File: src/rtl/sync_fifo_write_arbiter_pkg.sv
// Shared definitions for the sync_fifo write-port arbiter and its helpers.
package sync_fifo_write_arbiter_pkg;

    typedef enum logic {
        STATE_IDLE   = 1'b0,
        STATE_LOCKED = 1'b1
    } state_t;

    localparam int DEFAULT_MAX_BURST = 16;

    // Width needed to hold an index in 0..value-1, never less than one bit.
    function automatic int clog2(input int value);
        int width;
        width = 1;
        for (int w = 1; w < 31; w++) begin
            if ((1 << w) < value) begin
                width = w + 1;
            end
        end
        return width;
    endfunction

endpackage

File: src/rtl/sync_fifo_write_arbiter_picker.sv
// Combinational rotating-priority search: returns the first asserted request
// strictly after pointer, wrapping modulo NUM_REQ (pointer itself is searched last).
module rr_priority_picker
    import sync_fifo_write_arbiter_pkg::*;
#(
    parameter int NUM_REQ = 4,
    parameter int IDX_W   = clog2(NUM_REQ)
) (
    input  logic [NUM_REQ-1:0] req,
    input  logic [IDX_W-1:0]   pointer,
    output logic               found,
    output logic [IDX_W-1:0]   index
);

    int               cand;
    logic [IDX_W-1:0] cand_idx;

    // Walk offsets from farthest to nearest so the nearest hit is written last and wins.
    always_comb begin
        found    = 1'b0;
        index    = '0;
        cand     = 0;
        cand_idx = '0;
        for (int k = NUM_REQ; k >= 1; k--) begin
            cand     = (int'(pointer) + k) % NUM_REQ;
            cand_idx = cand[IDX_W-1:0];
            if (req[cand_idx]) begin
                found = 1'b1;
                index = cand_idx;
            end
        end
    end

endmodule

File: src/rtl/sync_fifo_write_arbiter.sv
// Round-robin owner of the sync_fifo write port; a grant lasts a whole packet
// or until MAX_BURST words, and a one-cycle idle bubble separates grants.
module sync_fifo_write_arbiter
    import sync_fifo_write_arbiter_pkg::*;
#(
    parameter int NUM_REQ    = 4,
    parameter int DATA_WIDTH = 8,
    parameter int MAX_BURST  = DEFAULT_MAX_BURST,
    parameter int IDX_W      = clog2(NUM_REQ)
) (
    input  logic                          comm_clock,
    input  logic                          reset,
    input  logic [NUM_REQ-1:0]            req_valid,
    input  logic [NUM_REQ-1:0]            req_last,
    input  logic [NUM_REQ*DATA_WIDTH-1:0] req_data,
    output logic [NUM_REQ-1:0]            req_ready,
    output logic                          fifo_in_valid,
    input  logic                          fifo_in_ready,
    output logic [DATA_WIDTH-1:0]         fifo_in_data,
    output logic                          grant_valid,
    output logic [IDX_W-1:0]              grant_index
);

    localparam logic [7:0] BURST_FINAL = 8'(MAX_BURST - 1);

    state_t           state;
    state_t           state_next;
    logic [IDX_W-1:0] rr_pointer;
    logic [7:0]       burst_count;
    logic             pick_found;
    logic [IDX_W-1:0] pick_index;
    logic             transfer;
    logic             release_grant;

    // Saturating increment for the 8-bit burst counter.
    function automatic logic [7:0] sat_inc(input logic [7:0] value);
        return (value == 8'hFF) ? value : value + 8'd1;
    endfunction

    rr_priority_picker #(
        .NUM_REQ (NUM_REQ),
        .IDX_W   (IDX_W)
    ) u_picker (
        .req     (req_valid),
        .pointer (rr_pointer),
        .found   (pick_found),
        .index   (pick_index)
    );

    assign transfer      = (state == STATE_LOCKED) && req_valid[grant_index] && fifo_in_ready;
    assign release_grant = transfer && (req_last[grant_index] || (burst_count == BURST_FINAL));
    assign grant_valid   = (state == STATE_LOCKED);

    // State register.
    always_ff @(posedge comm_clock or negedge reset) begin
        if (!reset) begin
            state <= STATE_IDLE;
        end else begin
            state <= state_next;
        end
    end

    // Next state: lock onto a winner from IDLE, drop back to IDLE on the closing transfer.
    always_comb begin
        state_next = state;
        case (state)
            STATE_IDLE:   if (pick_found)    state_next = STATE_LOCKED;
            STATE_LOCKED: if (release_grant) state_next = STATE_IDLE;
            default:                         state_next = STATE_IDLE;
        endcase
    end

    // Owner, rotation pointer and burst length bookkeeping.
    always_ff @(posedge comm_clock or negedge reset) begin
        if (!reset) begin
            grant_index <= '0;
            rr_pointer  <= IDX_W'(NUM_REQ - 1);
            burst_count <= 8'd0;
        end else if ((state == STATE_IDLE) && pick_found) begin
            grant_index <= pick_index;
            rr_pointer  <= pick_index;
            burst_count <= 8'd0;
        end else if (release_grant) begin
            burst_count <= 8'd0;
        end else if (transfer) begin
            burst_count <= sat_inc(burst_count);
        end
    end

    // Zero-latency steering of the owner's handshake and data onto the FIFO port.
    always_comb begin
        fifo_in_valid = 1'b0;
        fifo_in_data  = '0;
        req_ready     = '0;
        for (int i = 0; i < NUM_REQ; i++) begin
            if (grant_index == IDX_W'(i)) begin
                fifo_in_data = req_data[i*DATA_WIDTH +: DATA_WIDTH];
            end
        end
        if (state == STATE_LOCKED) begin
            fifo_in_valid            = req_valid[grant_index];
            req_ready[grant_index]   = fifo_in_ready;
        end
    end

endmodule

File: config.mk
export PLATFORM = sky130hd
export DESIGN_NAME = sync_fifo_write_arbiter
export DESIGN_NICKNAME = d
export VERILOG_FILES = /design/src/rtl/sync_fifo_write_arbiter_pkg.sv /design/src/rtl/sync_fifo_write_arbiter_picker.sv /design/src/rtl/sync_fifo_write_arbiter.sv
export SDC_FILE = /design/constraint.sdc
export NUM_CORES = 1
export LEC_CHECK = 0
export CORE_AREA = 5 5 62 64
export DETAILED_ROUTE_END_ITERATION = 8
export DIE_AREA = 0 0 67 69
export PLACE_DENSITY = 0.76
export SYNTH_ARGS = -nofsm -noshare
export SYNTH_HDL_FRONTEND = slang
export SYNTH_SLANG_ARGS = --single-unit
File: constraint.sdc
create_clock -name comm_clock -period 1.8 [get_ports comm_clock]
set_input_delay 0.36 -clock comm_clock [delete_from_list [all_inputs] [get_ports comm_clock]]
set_output_delay 0.36 -clock comm_clock [all_outputs]
set_load 0.005 [all_outputs]
Yosys cells after proc, flatten, opt, wreduce, memory -nomap -nowiden

Cells that the tools add are included.

Add/subtract/negate cells: 5
Order comparisons: 6
Equal/unequal tests: 6
Muxes and demuxes: 35
Bitwise gates (word level): 2
Reductions and logical operators: 9

Operators by type and width:

| cell                  | count |
|---|---|
| $mux W8               | 8 |
| $lt A2 B3 Y1 const B  | 5 |
| $mux W1               | 14 |
| $bmux W1 S2           | 6 |
| $add A8 B1 Y8 const B | 1 |
| $eq A8 B4 Y1 const B  | 1 |
| $eq A8 B8 Y1 const B  | 1 |
| $mux W2               | 4 |
| $logic_and A1 B1 Y1   | 5 |
| $add A2 B1 Y2 const B | 2 |
| $add A2 B2 Y2 const B | 2 |
| $and A4 B4 Y4         | 1 |
| $eq A2 B2 Y1 const B  | 2 |
| $mux W4               | 1 |
| $ne A3 B3 Y1 const B  | 1 |
| $reduce_bool A3 Y1    | 1 |
| $demux W1 S2          | 1 |
| $eq A2 B1 Y1 const B  | 1 |
| $ge A2 B1 Y1 const B  | 1 |
| $logic_not A2 Y1      | 1 |
| $pmux W1 S2           | 1 |
| $reduce_and A2 Y1     | 1 |
| $logic_or A1 B1 Y1    | 1 |
| $not A1 Y1            | 1 |

Register bits: 13
Logic and storage cells: 67

Depth between registers and ports, before layout

Gate-level depths: netlist of run 1.

Word-level depth: 10
Gate-level depth with buffers: 5
Gate-level depth less buffers: 5

Modules after synthesis

A second synthesis of run 1 with hierarchy kept.

Cells, all modules: 107
Area, all modules: 1046.0 µm²

By module, submodules not included:

| module                  | times used | cells each | area an instance (µm²) | seq. area each (µm²) |
|---|---|---|---|---|
| sync_fifo_write_arbiter | 1          | 93         | 954.7                  | 327.8 |
| rr_priority_picker      | 1          | 14         | 91.3                   | 0.0 |

Least setup slack after synthesis of run 1

No wires, ideal clock.

Path kind: reg2reg
From: register grant_index[0]
To: register burst_count[0]
Library setup time: 65 ps
Arrival time: 1761 ps
Required time: 1735 ps
Setup slack: -27 ps
Stages on the path, launching flop included: 6
Buffers on the path: 1
Clock period less this slack: 1827 ps
Path through: dfrtp_1 buf_6 mux4_2 or3_4 a21oi_4 mux2_2

Longest elaborated chain between the ends: 7

RTL lines:

| item                                                   | RTL line                      | text |
|---|---|---|
| start, declared                                        | sync_fifo_write_arbiter.sv:21 | `output logic [IDX_W-1:0] grant_index` |
| start signal, assigned                                 | sync_fifo_write_arbiter.sv:80 | `grant_index <= pick_index;` |
| $bmux W1 S2                                            | sync_fifo_write_arbiter.sv:50 | `assign transfer = (state == STATE_LOCKED) && req_valid[grant_index] && fifo_in_ready;` |
| $mux W1 (implied by the code)                          | sync_fifo_write_arbiter.sv:50 |  |
| $logic_and A1 B1 Y1 (2 in a row)                       | sync_fifo_write_arbiter.sv:50 |  |
| $logic_and A1 B1 Y1                                    | sync_fifo_write_arbiter.sv:51 | `assign release_grant = transfer && (req_last[grant_index] \|\| (burst_count == BURST_FINAL));` |
| $ne A3 B3 Y1 (no line), or another cell as far along   | --                            |  |
| $reduce_and A2 Y1 (no line) or $mux W8 (tied branches) | --                            |  |
| end signal, assigned                                   | sync_fifo_write_arbiter.sv:86 | `burst_count <= sat_inc(burst_count);` |
| end, declared                                          | sync_fifo_write_arbiter.sv:29 | `logic [7:0] burst_count;` |

Parallel ways exist; a longest one is shown, timed or not. The select of a mux whose other input is x is not followed.
A chain may end at the register's enable or synchronous reset.

Worst setup path in the final report of run 1

From: register grant_index[0]
To: register burst_count[4]

The elaborated chain is that of the path after synthesis.

==> results of run 1 <==
[where the power goes]
part           internal, mW  switching (mW)  total, mW
Sequential            0.422           0.124      0.546
Combinational          1.05           0.785       1.84
Clock                0.0858          0.0936      0.179
[metal layers]
layer	vias up	track usage	wire length (um)
li1	625	-	-
met1	615	0.190	1490
met2	73	0.328	2310
met3	6	0.0617	566
met4	0	0.0405	38
met5	-	0	0
[synthesized netlist by cell type (all sizes together) (3+ instances only)]
cell type,number,area share
a211oi,5,0.033
a21o,5,0.033
a221o,3,0.030
clkbuf,3,0.010
dfrtp,11,0.24
mux4,10,0.21
nand2,9,0.030
nand3,4,0.018
nor2,8,0.029
nor3,7,0.036
o21ai,5,0.022
[per-stage QoR]
| stage | utilization | worst slack, ns | std cells | TNS, ns |
|---|---|---|---|---|
| 3_5_place_dp | 0.614 | -0.445 | 238 | -7.57 |
| 4_1_cts | 0.637 | -0.195 | 248 | -1.95 |
| 3_3_place_gp | 0.614 | -0.423 | 238 | -7.05 |
| 6_report | 0.636 | -0.128 | 248 | -1.47 |
| 2_1_floorplan | - | -0.00340 | 108 | -0.00340 |
| 5_1_grt | 0.636 | -0.164 | 248 | -2.29 |
[repair_timing]
| action | CTS | global route |
|---|---|---|
| cloned | 0 | 0 |
| setup endpoints to repair | 24 | 21 |
| pin swaps | 5 | 2 |
| hold buffers | 0 | 0 |
| buffers inserted | 6 | 0 |
| gates resized for setup | 47 | 14 |
[cells by family after synthesis]
| group | synth area share |
|---|---|
| multiplexers | 0.216 |
| XOR/XNOR | 0.00777 |
| buffers and inverters | 0.0300 |
| AO/OA/AOI/OAI | 0.220 |
| AND/OR/NAND/NOR | 0.224 |
| flip-flops | 0.291 |
| adder cells (fa/ha/maj) | 0.0111 |
[critical path, cell delays in order, from the launching register on]
cell	delay, ns
dfrtp_1	0.38
buf_12	0.13
mux4_2	0.51
or3_4	0.36
a21oi_4	0.27
a221o_2	0.20
[placed cells by master (no fill, tap or decap), drive strengths merged, types with 2 or more instances in the layout]
| master | instances |
|---|---|
| buf | 43 |
| clkdlybuf4s50 | 39 |
| dfrtp | 11 |
| mux4 | 10 |
| clkbuf | 10 |
| nand2 | 9 |
| nor2 | 8 |
| dlygate4sd2 | 7 |
| nor3 | 7 |
| a21o | 5 |
| o21ai | 5 |
| a211oi | 5 |
| nand3 | 4 |
| a221o | 3 |
| inv | 2 |
| a31oi | 2 |
| nand4 | 2 |
| a211o | 2 |
| a22o | 2 |
| dfstp | 2 |
| nor4 | 2 |
| nor4b | 2 |
[sequential cells by signal, indices dropped and copies added (netlist names)]
| name | count |
|---|---|
| grant_valid | 1 |
| rr_pointer | 2 |
| grant_index | 2 |
| burst_count | 8 |
[area by class of cell]
| cell class | instances | area share |
|---|---|---|
| Multi-Input combinational cell | 88 | 0.401 |
| Timing Repair Buffer | 95 | 0.395 |
| Sequential cell | 13 | 0.160 |
| Tap cell | 46 | 0.0280 |
| Clock buffer | 4 | 0.0128 |
| Inverter | 2 | 0.00365 |
[how the worst min path moves through the flow]
stage                          startpoint                         end  cells past startpoint
6_report                            reset  burst_count[2]$_DFFE_PN0P_                      1
5_1_grt                             reset  burst_count[2]$_DFFE_PN0P_                      1
4_1_cts                             reset  burst_count[2]$_DFFE_PN0P_                      1
3_5_place_dp   burst_count[1]$_DFFE_PN0P_  burst_count[1]$_DFFE_PN0P_                      1
3_3_place_gp   burst_count[1]$_DFFE_PN0P_  burst_count[1]$_DFFE_PN0P_                      1
2_1_floorplan                       reset  burst_count[0]$_DFFE_PN0P_                      0
==> results.toml, run 1 <==
[setup_path]
cp.required_ns = 2.01
worstReg2RegEnd = "burst_count[4]$_DFFE_PN0P_"
worstPathArrival_ns = 2.14
crit_start = "grant_index[0]$_DFFE_PN0N_"
r2r_slack_ns = -0.13
end_kind = "flop"
cp_max_fo = 9
reg2regPathDepth = 5
cp-start-kind = "flop"
endpoint = "burst_count[4]$_DFFE_PN0P_"
crit_type = "flop to flop"
r2r_start = "grant_index[0]$_DFFE_PN0N_"

[floorplanning]
initial_core_util = 0.349
die_area_sq_mm = 0.00462
die_h_um = 69
io_pins = 59
core_area_sq_mm = 0.00323
die_w_um = 67
rows = 21

[clocking]
numClockSinks = 13
h-tree-depth = 1
clock-root-buffer = "clkbuf_4"
clk_pin_slew_ns = 0.08
cts_made_buffers = 3
clkLatencyLatePin_ns = 0.27
cts_tree = "yes"
clockBufferDepth = 2

[final_layout]
nNetsFinal = 247
seq_area_sq_um = 329
diodes = 0
fin_area_sq_mm = 0.00206
multiInputGateArea_sq_um = 825
area_delta_synth_final_pct = 82.5
fill_cells = 263
layout-drive-gt1-share = 0.416

[sta]
rsz0062_at_grt = "yes"
setup_slack_ns = -0.128
final-setup-viol-count = 17
fin_crit_sh = 1.07
drv_slew = 0
whs_ns = 0.453
min_period_ns = 1.93
skew_ns = 0.00806
worst_pin_slew_ns = 0.589
max_freq_mhz = 519
slew_headroom = 0.606
hold_viol = 0

[power_and_ir_drop]
p_leak_nw = 0.884
powerDensity_mw_per_mm2 = 1250
power_mw = 2.56
vdd.ir_drop.worst_mv = 0.644

[hold_path]
hp-class = "input port to asynchronous set/reset pin"

[synthesis]
synth_ff_type = "dfrtp_1"
ys_types = 44
synth_sequential_area_ratio = 0.291
synth_edf_count = 0
netlist_area_sq_mm = 0.00113
async_reset_ff_frac = 1.00
yosys_register_bits = 13
ys_warn_count = 0
synth_cells = 108
syn_area_per_cell_sq_um = 10.4
synth_nets = 152

[place]
hpwl_um = 3420
port_buffers = 58
placed_cell_area_sq_mm = 0.00198
gp_congestion = 0.829

[detailed_routing]
finalWirelength_um = 4410
drtPass1Iterations = 5
post-route-drc-count = 0
drtIter0Drc = 48
wl_per_cell_um = 17.8
routed_via_density = 5.32
vias = 1319
detail-route-antenna-nets = 0

[global_route]
grt_pass1_wl_um = 6500
grt_pass1_vias = 1368
grt_max_degree = 14
grt_usage = 0.179
antenna_found_initial = 0
grt_overflow_total = 0

[run]
max-cap-violations = 0

[status]
violations = "negative setup slack"
status = "finished with violations"
(Power assumes the default switching activity.)
==> run 2: changes to the inputs <==
Settings changed: CORE_AREA 5 5 62 64 to 5 5 51 53, DIE_AREA 0 0 67 69 to 0 0 56 58, DONT_BUFFER_PORTS set to 1, PLACE_DENSITY 0.76 to 0.72.
==> run 2 against run 1 <==
The run still ends with negative setup slack left. Die area is 30% lower. Global-route usage is 0.13 points lower. Largest power group unchanged. Core utilization is 0.35 points higher. Combinational power is 31% lower. Hold slack worse by 0.076 ns. Critical path depth is 1 lower. Clock skew is 0.0074 ns lower.
==> results.toml, run 2 (synthesis gave the netlist of run 1 again) <==
[final_layout]
registers.top_by_ff_count = "burst_count"
area_delta_synth_final_pct = 19.5
final_common_cell = "buf_4"
diodes = 0
nNetsFinal = 170
layout-drive-gt1-share = 0.400
largest_reg_flops = 8
reg_top3 = "burst_count x8, grant_index x2, rr_pointer x2"
final_cell_mix = "buf_4 (14), dfrtp_1 (11), mux4_2 (9), nand2_1 (9), nor2_1 (7)"
fill_cells = 160

[power_and_ir_drop]
sw_frac_of_total = 0.413
power_mw = 2.01
p_int_mw = 1.18
p_sw_mw = 0.829
p_comb_frac = 0.635
seq_power_share = 0.273
p_leak_nw = 0.540
vdd.ir_drop.worst_mv = 1.00
clock_power_share = 0.092
powerDensity_mw_per_mm2 = 1490

[run]
max-cap-violations = 0

[sta]
min_period_ns = 1.83
setup_slack_ns = -0.0288
final.setup.tns_ns = -0.136
drv_slew = 0
slew_headroom = 0.593
fin_crit_sh = 1.02
skew_ns = 0.000629
rsz0062_at_grt = "yes"
worst_pin_slew_ns = 0.608
final-setup-viol-count = 9
max_freq_mhz = 547
hold_viol = 0

[global_route]
top_usage_layer = "met2"
grt_pass1_vias = 964
grt_max_degree = 14
grt_usage = 0.177
antenna_found_initial = 0
grt_pass1_wl_um = 4700
met2_usage = 0.301
met1_usage = 0.228
use_met3 = 0.0401
grt_overflow_total = 0

[clocking]
h-tree-depth = 1
cts_tree = "yes"
clk_pin_slew_ns = 0.08
cts_made_buffers = 3
clkLatencyLatePin_ns = 0.27
numClockSinks = 13
clockBufferDepth = 2
clock-root-buffer = "clkbuf_4"

[setup_path]
cp_max_fo = 3
cp-start-kind = "flop"
end_kind = "primary output"
worstPathArrival_ns = 1.47
cp.required_ns = 1.44
crit_type = "flop to primary output"

[floorplanning]
core_area_sq_mm = 0.00211
die_area_sq_mm = 0.00325
die_h_um = 58
initial_core_util = 0.535
die_w_um = 56
io_pins = 59
rows = 17

[detailed_routing]
vias = 1025
post-route-drc-count = 0
drtPass1Iterations = 4
finalWirelength_um = 2950
routed_via_density = 6.70
detail-route-antenna-nets = 0
drtIter0Drc = 24
wl_per_cell_um = 19.3

[place]
gp_congestion = 0.917
hpwl_um = 2330
port_buffers = 0

[status]
status = "finished with violations"
violations = "negative setup slack"

[hold_path]
hp-class = "input port to flop"
run 2: what timing repair did:
action                                 4_1_cts  5_1_grt
hold buffers                                 1        0
resized for setup                            8        6
setup endpoints to repair                   17       17
pin swaps                                    4        2
buffers inserted                             4        0
endpoints found under the hold margin       13        0
run 2: worst max-delay path, cell delays in order (launching register included):
cell     delay (ns)
dfrtp_1        0.42
buf_4          0.15
buf_6          0.11
mux4_2         0.32
and2_4         0.19
run 2: stage by stage:
step | cells | utilization | hold slack, ns | worst slack, ns | instance area [sq um]
4_1_cts | 153 | 0.628 | 0.378 | -0.0319 | 1320
2_1_floorplan | 108 | - | 0.0644 | -0.00340 | 1130
6_report | 153 | 0.640 | 0.378 | -0.0288 | 1350
3_3_place_gp | 144 | 0.586 | 0.0650 | 0.0152 | 1230
5_1_grt | 153 | 0.640 | 0.402 | -0.0951 | 1350
3_5_place_dp | 144 | 0.586 | 0.0649 | -0.0147 | 1230
run 2: layout make-up:
class	instances	area, sq um	area share
clock buffers	4	26.3	0.0195
inverters	2	7.51	0.00557
multi-input cells	88	802	0.595
flip-flops and latches	13	328	0.243
well taps	28	35.0	0.0260
repair buffers	18	149	0.110
run 2: worst paths after layout:
check / start / to / slack (ns) / cells after the start
max in group asynchronous: reset / grant_index[1]$_DFFE_PN0N_ / 0.88 / 1
setup reg to reg: grant_index[0]$_DFFE_PN0N_ / burst_count[2]$_DFFE_PN0P_ / -0.03 / 6
setup / recovery: grant_index[0]$_DFFE_PN0N_ / fifo_in_valid / -0.03 / 4
min in group asynchronous: reset / burst_count[1]$_DFFE_PN0P_ / 0.53 / 1
hold / removal: req_valid[2] / rr_pointer[1]$_DFFE_PN1N_ / 0.38 / 3
hold reg to reg: rr_pointer[1]$_DFFE_PN1N_ / rr_pointer[1]$_DFFE_PN1N_ / 0.54 / 1
run 2: routing by layer:
layer	routed length, um	up-vias
met5	0	-
met4	31	0
met3	211	4
met2	1440	50
met1	1270	497
li1	-	474
run 2: power groups by stage:
stage	clock, mW	sequential, mW	combinational (mW)
2_1_floorplan	0	0.521	0.874
3_3_place_gp	0	0.538	1.09
3_5_place_dp	0	0.545	1.11
4_1_cts	0.185	0.543	1.24
5_1_grt	0.199	0.565	1.38
6_report	0.184	0.549	1.27
==> run 3: changes to the inputs <==
Settings changed: ABC_AREA set to 1, CORE_AREA 5 5 51 53 to 5 5 52 54, DIE_AREA 0 0 56 58 to 0 0 57 59, PLACE_DENSITY 0.72 to 0.77.
Clock period 1.8 ns to 1.9 ns, I/O delays scaled along.
==> run 3 against run 2 <==
The run now ends clean. Clock skew grew 0.0010 ns. Global-route usage is 2.6 points higher. Non-clock buffer count decreased by 12. Area after synthesis rose by 17%. Via count is 45% higher. Power shrank 3.7%. Critical path depth rose by 1. Sequential power decreased by 6.6%. Hold slack gained 0.14 ns. Worst setup slack improved by 0.15 ns. First-iteration DRC count grew to 3.3 times the previous value. Core utilization increased by 0.60 points.
==> results.toml, run 3 <==
[power_and_ir_drop]
power_mw = 1.93
powerDensity_mw_per_mm2 = 1380
p_leak_nw = 0.746
vdd.ir_drop.worst_mv = 1.05

[synthesis]
ys_top_cells_by_area = "nand2_1 (31%), dfrtp_1 (21%), nand3_1 (13%)"
async_reset_ff_frac = 1.00
synth.most_common_cell = "nand2_1"
synth_nets = 276
ys_warn_count = 0
yosysTopAreaCell = "nand2_1"
synth_edf_count = 0
yosys_register_bits = 13
netlist_area_sq_mm = 0.00132
synth_sequential_area_ratio = 0.249
synth_top_area_frac = 0.308
synth_cells = 232
synth_ff_type = "dfrtp_1"
synthTopCellsByCount = "nand2_1 (108), nand3_1 (33), inv_1 (19)"
ys_types = 21
syn_area_per_cell_sq_um = 5.68

[setup_path]
worstPathCellList = "inv_1, nand3_1, nand2_1, nor2_2, nor2_1"
crit_type = "flop to primary output"
worstReg2RegEnd = "burst_count[7]$_DFFE_PN0P_"
r2r_slack_ns = 0.25
critical-path-max-stage-delay_ns = 0.47
end_kind = "primary output"
reg2regPathDepth = 7
cp.required_ns = 1.52
slowest_stage = "dfrtp_2"
crit_start = "grant_index[1]$_DFFE_PN0N_"
cp-start-kind = "flop"
worstPathArrival_ns = 1.40
r2r_start = "rr_pointer[0]$_DFFE_PN1N_"
path_depth = 5
endpoint = "fifo_in_valid"
crit_family = "simple AND/OR/NAND/NOR gates"
crit_buf_inv = 1
cp_max_fo = 8

[final_layout]
largest_reg_flops = 8
diodes = 0
reg_top3 = "burst_count x8, grant_index x2, rr_pointer x2"
area_delta_synth_final_pct = 6.36
fill_cells = 209
nNetsFinal = 281
final_cell_mix = "nand2_1 (108), nand3_1 (33), inv_1 (19)"
final_common_cell = "nand2_1"
registers.top_by_ff_count = "burst_count"
layout-drive-gt1-share = 0.102

[sta]
hold_viol = 0
worst_pin_slew_ns = 0.571
rsz0062_at_grt = "no"
skew_ns = 0.00165
max_freq_mhz = 562
drv_slew = 0
min_period_ns = 1.78
fin_crit_sh = 0.936
slew_headroom = 0.618
final-setup-viol-count = 0
final.setup.tns_ns = 0

[clocking]
clkLatencyLatePin_ns = 0.28
clk_pin_slew_ns = 0.08
h-tree-depth = 1
clockBufferDepth = 2
cts_setup_buffers = 0
numClockSinks = 13
cts_tree = "yes"
cts_made_buffers = 3
clock-root-buffer = "clkbuf_4"

[global_route]
antenna_found_initial = 0
grt_max_degree = 18
grt_usage = 0.203
grt_pass1_wl_um = 5620
grt_pass1_vias = 1340
grt_overflow_total = 0

[detailed_routing]
vias = 1489
detail-route-antenna-nets = 0
drtIter0Drc = 80
wl_per_cell_um = 12.9
post-route-drc-count = 0
drtPass1Iterations = 5
finalWirelength_um = 3410
routed_via_density = 5.64

[place]
port_buffers = 0
hpwl_um = 2830
gp_congestion = 0.842

[floorplanning]
rows = 17
die_area_sq_mm = 0.00336
core_area_sq_mm = 0.00217
io_pins = 59
die_h_um = 59
initial_core_util = 0.607
die_w_um = 57

[run]
max-cap-violations = 0

[status]
status = "finished, final reports clean"

[hold_path]
hp-class = "flop to flop"
-- run 3: cells by family after synthesis --
logic type / count (synthesis) / share of synthesized area
AOI/OAI and AO/OA: 14 / 0.0532
xor gates and xnor gates: 3 / 0.0199
adders and majority gates: 1 / 0.00950
buffers and inverters: 30 / 0.0988
DFF: 13 / 0.249
and+or+nand+nor: 171 / 0.570
-- run 3: layout make-up --
| cell class | count | area (sq um) | area share |
|---|---|---|---|
| Clock buffer | 4 | 26.3 | 0.0188 |
| Inverter | 24 | 92.6 | 0.0661 |
| Multi-Input combinational cell | 189 | 870 | 0.621 |
| Sequential cell | 13 | 330 | 0.236 |
| Tap cell | 28 | 35.0 | 0.0250 |
| Timing Repair Buffer | 6 | 47.5 | 0.0339 |
-- run 3: metal layers --
metal	global-route usage	wire, um
met4	0.0927	115
met3	0.0305	277
met1	0.223	1260
met5	0	0
met2	0.383	1750
-- run 3: worst min-delay path by stage --
stage                                    from                          to  slack, ns  cells past startpoint
finish              rr_pointer[1]$_DFFE_PN1N_   rr_pointer[1]$_DFFE_PN1N_       0.52                      2
global route        rr_pointer[1]$_DFFE_PN1N_   rr_pointer[1]$_DFFE_PN1N_       0.55                      2
CTS                 rr_pointer[1]$_DFFE_PN1N_   rr_pointer[1]$_DFFE_PN1N_       0.52                      2
detailed placement                      reset  burst_count[1]$_DFFE_PN0P_       0.08                      0
global placement                        reset  burst_count[1]$_DFFE_PN0P_       0.08                      0
floorplan                               reset  burst_count[0]$_DFFE_PN0P_       0.08                      0
-- run 3: tightest hold or removal path: stages (launching register included) --
cell	delay (ns)
dfstp_2	0.40
nand2_1	0.07
nand2_1	0.05
-- run 3: metrics by stage --
| stage | worst slack (ns) | hold WS [ns] | util | cell area (sq um) | cells |
|---|---|---|---|---|---|
| 4_1_cts | 0.0243 | 0.524 | 0.642 | 1390 | 264 |
| 5_1_grt | 0.0133 | 0.548 | 0.646 | 1400 | 264 |
| 3_5_place_dp | 0.227 | 0.0847 | 0.623 | 1350 | 259 |
| 3_3_place_gp | 0.303 | 0.0847 | 0.623 | 1350 | 259 |
| 2_1_floorplan | 0.443 | 0.0844 | - | 1320 | 232 |
| 6_report | 0.121 | 0.521 | 0.646 | 1400 | 264 |
-- run 3: report_power, final --
group / switching [mW] / internal, mW / leakage, nW
sequential: 0.142 / 0.371 / 0.164
combinational: 0.828 / 0.421 / 0.568
clock: 0.0888 / 0.0815 / 0.0150
-- run 3: timing repair --
action                     in CTS  in global routing
pin swaps                       0                  0
gates resized for setup         2                  3
setup endpoints to repair       8                  9
hold buffers                    1                  0
hold endpoints to repair       13                  0
